--- src/rtl/ps2_key_rx.sv ---
// PS/2 keyboard receiver: deserialises 11-bit frames, strips F0/E0 prefixes, and pulses valid/done/reset/frame_err.
// Optional macro PS2_PARITY_CHECK_EN: when defined, frames with a failing odd-parity check are rejected.
module ps2_key_rx #(
   parameter int TIMEOUT_CYCLES = 50000,
   parameter int SYNC_STAGES    = 2
) (
   input  logic       clk,
   input  logic       rst,
   input  logic       ps2_clk_i,
   input  logic       ps2_dat_i,
   output logic [7:0] ps2_data_o,
   output logic       ps2_valid_o,
   output logic       ps2_done_o,
   output logic       ps2_reset_o,
   output logic       frame_err_o
);
   localparam int TW = (TIMEOUT_CYCLES > 2) ? $clog2(TIMEOUT_CYCLES) : 1;
   localparam logic [TW-1:0] TCNT_LAST = TW'(TIMEOUT_CYCLES - 1);

   typedef enum logic [1:0] {IDLE, DATA, PAR, STOP} state_t;

   state_t                 state_reg;
   logic [SYNC_STAGES-1:0] clk_sync_reg;
   logic [SYNC_STAGES-1:0] dat_sync_reg;
   logic                   clk_prev_reg;
   logic [7:0]             shift_reg;
   logic [2:0]             bitcnt_reg;
   logic                   par_reg;
   logic [TW-1:0]          tcnt_reg;
   logic                   brk_reg;
   logic                   ext_reg;

   logic clk_s;
   logic dat_s;
   logic fall;
   logic timeout;
   logic parity_ok;

   assign clk_s   = clk_sync_reg[SYNC_STAGES-1];
   assign dat_s   = dat_sync_reg[SYNC_STAGES-1];
   assign fall    = clk_prev_reg & ~clk_s;
   assign timeout = (state_reg != IDLE) && (tcnt_reg == TCNT_LAST);

`ifdef PS2_PARITY_CHECK_EN
   assign parity_ok = ^{shift_reg, par_reg};
`else
   // Parity bit is still captured but never rejects a frame in this build.
   assign parity_ok = (^{shift_reg, par_reg}) | 1'b1;
`endif

   // Synchronisers preset high so reset looks like an idle bus (no false fall).
   always_ff @(posedge clk or negedge rst) begin
      if (!rst) begin
         clk_sync_reg <= '1;
         dat_sync_reg <= '1;
         clk_prev_reg <= 1'b1;
      end else begin
         clk_sync_reg <= {clk_sync_reg[SYNC_STAGES-2:0], ps2_clk_i};
         dat_sync_reg <= {dat_sync_reg[SYNC_STAGES-2:0], ps2_dat_i};
         clk_prev_reg <= clk_s;
      end
   end

   always_ff @(posedge clk or negedge rst) begin
      if (!rst) begin
         state_reg   <= IDLE;
         shift_reg   <= 8'h00;
         bitcnt_reg  <= 3'd0;
         par_reg     <= 1'b0;
         tcnt_reg    <= '0;
         brk_reg     <= 1'b0;
         ext_reg     <= 1'b0;
         ps2_data_o  <= 8'h00;
         ps2_valid_o <= 1'b0;
         ps2_done_o  <= 1'b0;
         ps2_reset_o <= 1'b0;
         frame_err_o <= 1'b0;
      end else begin
         ps2_valid_o <= 1'b0;
         ps2_done_o  <= 1'b0;
         ps2_reset_o <= 1'b0;
         frame_err_o <= 1'b0;

         if (timeout) begin
            // Timeout takes priority over a coincident falling edge.
            state_reg   <= IDLE;
            tcnt_reg    <= '0;
            frame_err_o <= 1'b1;
         end else begin
            if (state_reg == IDLE || fall)
               tcnt_reg <= '0;
            else
               tcnt_reg <= tcnt_reg + 1'b1;

            if (fall) begin
               case (state_reg)
                  IDLE: begin
                     if (!dat_s) begin
                        state_reg  <= DATA;
                        bitcnt_reg <= 3'd0;
                     end
                  end
                  DATA: begin
                     shift_reg  <= {dat_s, shift_reg[7:1]};
                     bitcnt_reg <= bitcnt_reg + 3'd1;
                     if (bitcnt_reg == 3'd7)
                        state_reg <= PAR;
                  end
                  PAR: begin
                     par_reg   <= dat_s;
                     state_reg <= STOP;
                  end
                  STOP: begin
                     state_reg <= IDLE;
                     if (!dat_s || !parity_ok) begin
                        frame_err_o <= 1'b1;
                     end else if (shift_reg == 8'hF0) begin
                        brk_reg <= 1'b1;
                     end else if (shift_reg == 8'hE0) begin
                        ext_reg <= 1'b1;
                     end else if (brk_reg) begin
                        brk_reg <= 1'b0;
                        ext_reg <= 1'b0;
                     end else if (shift_reg == 8'h5A) begin
                        ps2_done_o <= 1'b1;
                        ext_reg    <= 1'b0;
                     end else if (shift_reg == 8'h76 && !ext_reg) begin
                        ps2_reset_o <= 1'b1;
                     end else if (ext_reg) begin
                        ext_reg <= 1'b0;
                     end else begin
                        ps2_data_o  <= shift_reg;
                        ps2_valid_o <= 1'b1;
                     end
                  end
                  default: state_reg <= IDLE;
               endcase
            end
         end
      end
   end
endmodule

--- config.mk ---
export PLATFORM = sky130hd
export DESIGN_NAME = ps2_key_rx
export DESIGN_NICKNAME = d
export VERILOG_FILES = /design/src/rtl/ps2_key_rx.sv
export SDC_FILE = /design/constraint.sdc
export NUM_CORES = 1
export LEC_CHECK = 0
export ABC_AREA = 1
export CAP_MARGIN = 10
export CORE_MARGIN = 2
export CORE_UTILIZATION = 57
export CTS_CLUSTER_SIZE = 14
export DETAILED_ROUTE_END_ITERATION = 8
export PLACE_DENSITY = 0.8
export SYNTH_ARGS = -nofsm -noshare
export SYNTH_HDL_FRONTEND = slang
export SYNTH_SLANG_ARGS = --single-unit
--- constraint.sdc ---
create_clock -name clk -period 2.2 [get_ports clk]
set_clock_uncertainty 0.15 [all_clocks]
set_input_delay 0.22 -clock clk [delete_from_list [all_inputs] [get_ports clk]]
set_output_delay 0.22 -clock clk [all_outputs]
set_load 0.005 [all_outputs]
==> reports/results.txt <==
outcome - completed
worst r2r src - state_reg[0]
number of enable flip-flop cells after synthesis - 0
Slew headroom - 68.9%
CP max-delay cell - dfrtp_1
Cell variety after synth - 32
critical path endpoint - tcnt_reg[0]
Core Footprint - 4320 um^2
Multi-input gate area - 1130 um^2
Vias/cell - 5.16
synth-to-layout area growth - 11.7%
port bufs - 15
antenna cell count - 0
Nets - 332
R2R Setup Slk - 0.34 ns
GR Util met3 - 5.13%
Peak VDD IR - 0.000415 V
Critical R2R Capture - tcnt_reg[0]
first-pass GRT wire length - 8290 um
Leakage Power - 1.41 nW
clk_lat worst skew - 0.30 ns
cell mode on critical path - inv_1
1st-iter DRT viols - 151
I/O pin count - 16
H-tree level count - 2
Warnings, synthesis - 0
grt met2 use - 30.6%
total track usage - 21.0%
register area - 1210 um^2
fill count - 386
total grt overflow - 0
CTS Buf Count - 5
ys flop type - dfrtp_1
Die Span Y - 70.5 um
DPL Wire Length - 3440 um
Die ar. - 4980 um^2
worst hold slack - 0.167 ns
total negative slack - 0 ns
Core Util, Final - 65.2%
Worst setup SP type - flip-flop
Period minus WS final - 1.86 ns
critical path launch point - state_reg[0]
number of remaining DRC errors - 0
Final ANT Viol Nets - 0
worst setup margin - 0.337 ns
pin count of the biggest net entering global routing - 21
Synth Register Bits - 48
P per Cell Area - 812 nW/um^2
crit path kind - reg2reg
Die Span X - 70.5 um
asr flop ratio synth - 100%
max FFs per register - 16
WL final - 4600 um
Post-Syn Instances - 298
Root Driver - clkbuf_8
num rows - 24
CP arrival - 1.92 ns
syn_nets - 309
gpl congestion - 0.841
CP Max Fanout - 10
critical-path cell list - inv_1 > ha_1 > inv_1 > nand2_1 > nor2_1 > nand3b_1 > nor2_2 > nor2_4 > inv_1 > or2_1 > inv_1
Reg clk slew, reported paths - 0.09 ns
TritonCTS clock tree - done
drt wl/cell - 12.3 um
maxcap violations - 0
unrepaired setup endpoints after global routing - false
Seq/Total Area, Yosys - 47.8%
Fmax - 537 MHz
initial antenna violation count - 0
Final Hold Viols - 0
max-slew violations - 0
Setup crit end kind - flip-flop
GRT Max-Usage Layer - met2
Max Root-Sink Buffers - 2
Initial DRT Pass Iterations - 4
via count - 1928
layout cells sized above 1 - 15.8%
Final period util - 84.7%
Worst R2R Path Depth - 11
Place WS - 0.347 ns
Setup violations, final - 0
Mapped Area - 2520 um^2
# resized after CTS - 0
vias in the first global route - 1887
WP data required - 2.26 ns
slowest cell delay on critical path - 0.40 ns
Hold Path Class - in2reg
met1 global-route usage - 30.0%
Avg Cell Area, Syn - 8.47 um^2
CTS Sinks - 48
Slew @ Worst Pin - 0.467 ns
Initial Util - 58.4%
cells in the final DEF, fill, tap and decap left out, types with 3 or more instances in the layout:
master / count
nand2_1: 76
dfrtp_1: 43
inv_1: 38
nor2_1: 38
o21ai_0: 18
clkdlybuf4s50_1: 14
nand3_1: 11
nand2_2: 8
nand4_1: 7
ha_1: 7
nor2_2: 6
clkbuf_8: 6
o21ai_2: 5
dfstp_2: 5
nand3_4: 4
nor2_4: 4
inv_2: 3
nor3_1: 3
xor2_1: 3
what timing repair did:
item,4_1_cts,5_1_grt
hold buffers,1,0
setup endpoints to repair,0,0
hold endpoints to repair,18,0
setup buffers,0,0
worst max-delay path: cells and delay by family, from the launching register on:
kind,cells,cell delay (ns)
AND/OR/NAND/NOR,6,0.63
flip-flops,1,0.40
buffers and inverters,4,0.35
adder cells (fa/ha/maj),1,0.23
per-stage QoR:
| step | cell area [um^2] | std cells | power (mW) |
|---|---|---|---|
| global placement | 2720 | 365 | 1.73 |
| detailed placement | 2720 | 365 | 1.76 |
| CTS | 2820 | 374 | 2.30 |
| floorplan | 2520 | 298 | 1.57 |
| finish | 2820 | 374 | 2.29 |
| global route | 2820 | 374 | 2.45 |
per-layer routing:
metal	share of wire [%]	up-vias	wire (um)
met4	2.3	0	107
li1	-	977	-
met5	0	-	0
met3	3.8	11	175
met2	45	40	2070
met1	49	900	2250
logic make-up (layout without fill, tap and decap cells):
logic type / count (synthesis) / in the layout / synth area share (%)
compound gates: 30 / 30 / 7.29
xor+xnor: 4 / 4 / 1.39
fa+ha+maj: 7 / 7 / 3.47
buf+inv: 43 / 67 / 7.34
flops: 48 / 48 / 47.8
simple gates: 166 / 166 / 32.7
power breakdown:
group | switching (mW) | internal [mW] | total, mW
clock network | 0.297 | 0.251 | 0.548
logic | 0.363 | 0.231 | 0.594
registers | 0.133 | 1.02 | 1.15
total | 0.793 | 1.50 | 2.29
worst min-delay path by stage:
stage	from	end	slack (ns)	cells after the start
3_5_place_dp	rst	tcnt_reg[3]	0.06	1
4_1_cts	ps2_clk_i	clk_sync_reg[0]	0.16	1
6_report	ps2_clk_i	clk_sync_reg[0]	0.17	1
5_1_grt	ps2_dat_i	dat_sync_reg[0]	0.16	1
2_1_floorplan	rst	bitcnt_reg[0]	-0.23	0
3_3_place_gp	rst	tcnt_reg[1]	0.04	1
final cells by class:
class	instances	share of cell area, %
Sequential cell	48	42.8
Multi-Input combinational cell	207	40.1
Timing Repair Buffer	18	6.03
Inverter	41	5.46
Clock buffer	6	2.93
Tap cell	52	2.31
Clock inverter	2	0.355
cells in the mapped netlist, drive strengths merged, types with 3 or more instances:
library cell,instances,share of area (%)
nand3,15,5.0
dfstp,5,5.2
inv,41,6.1
or2,4,1.1
o21ai,25,5.7
nand4,7,1.7
xor2,3,1.0
nor2,49,9.7
ha,7,3.5
nand2,85,14
nor3,3,0.59
dfrtp,43,43
(Power assumes the default switching activity.)
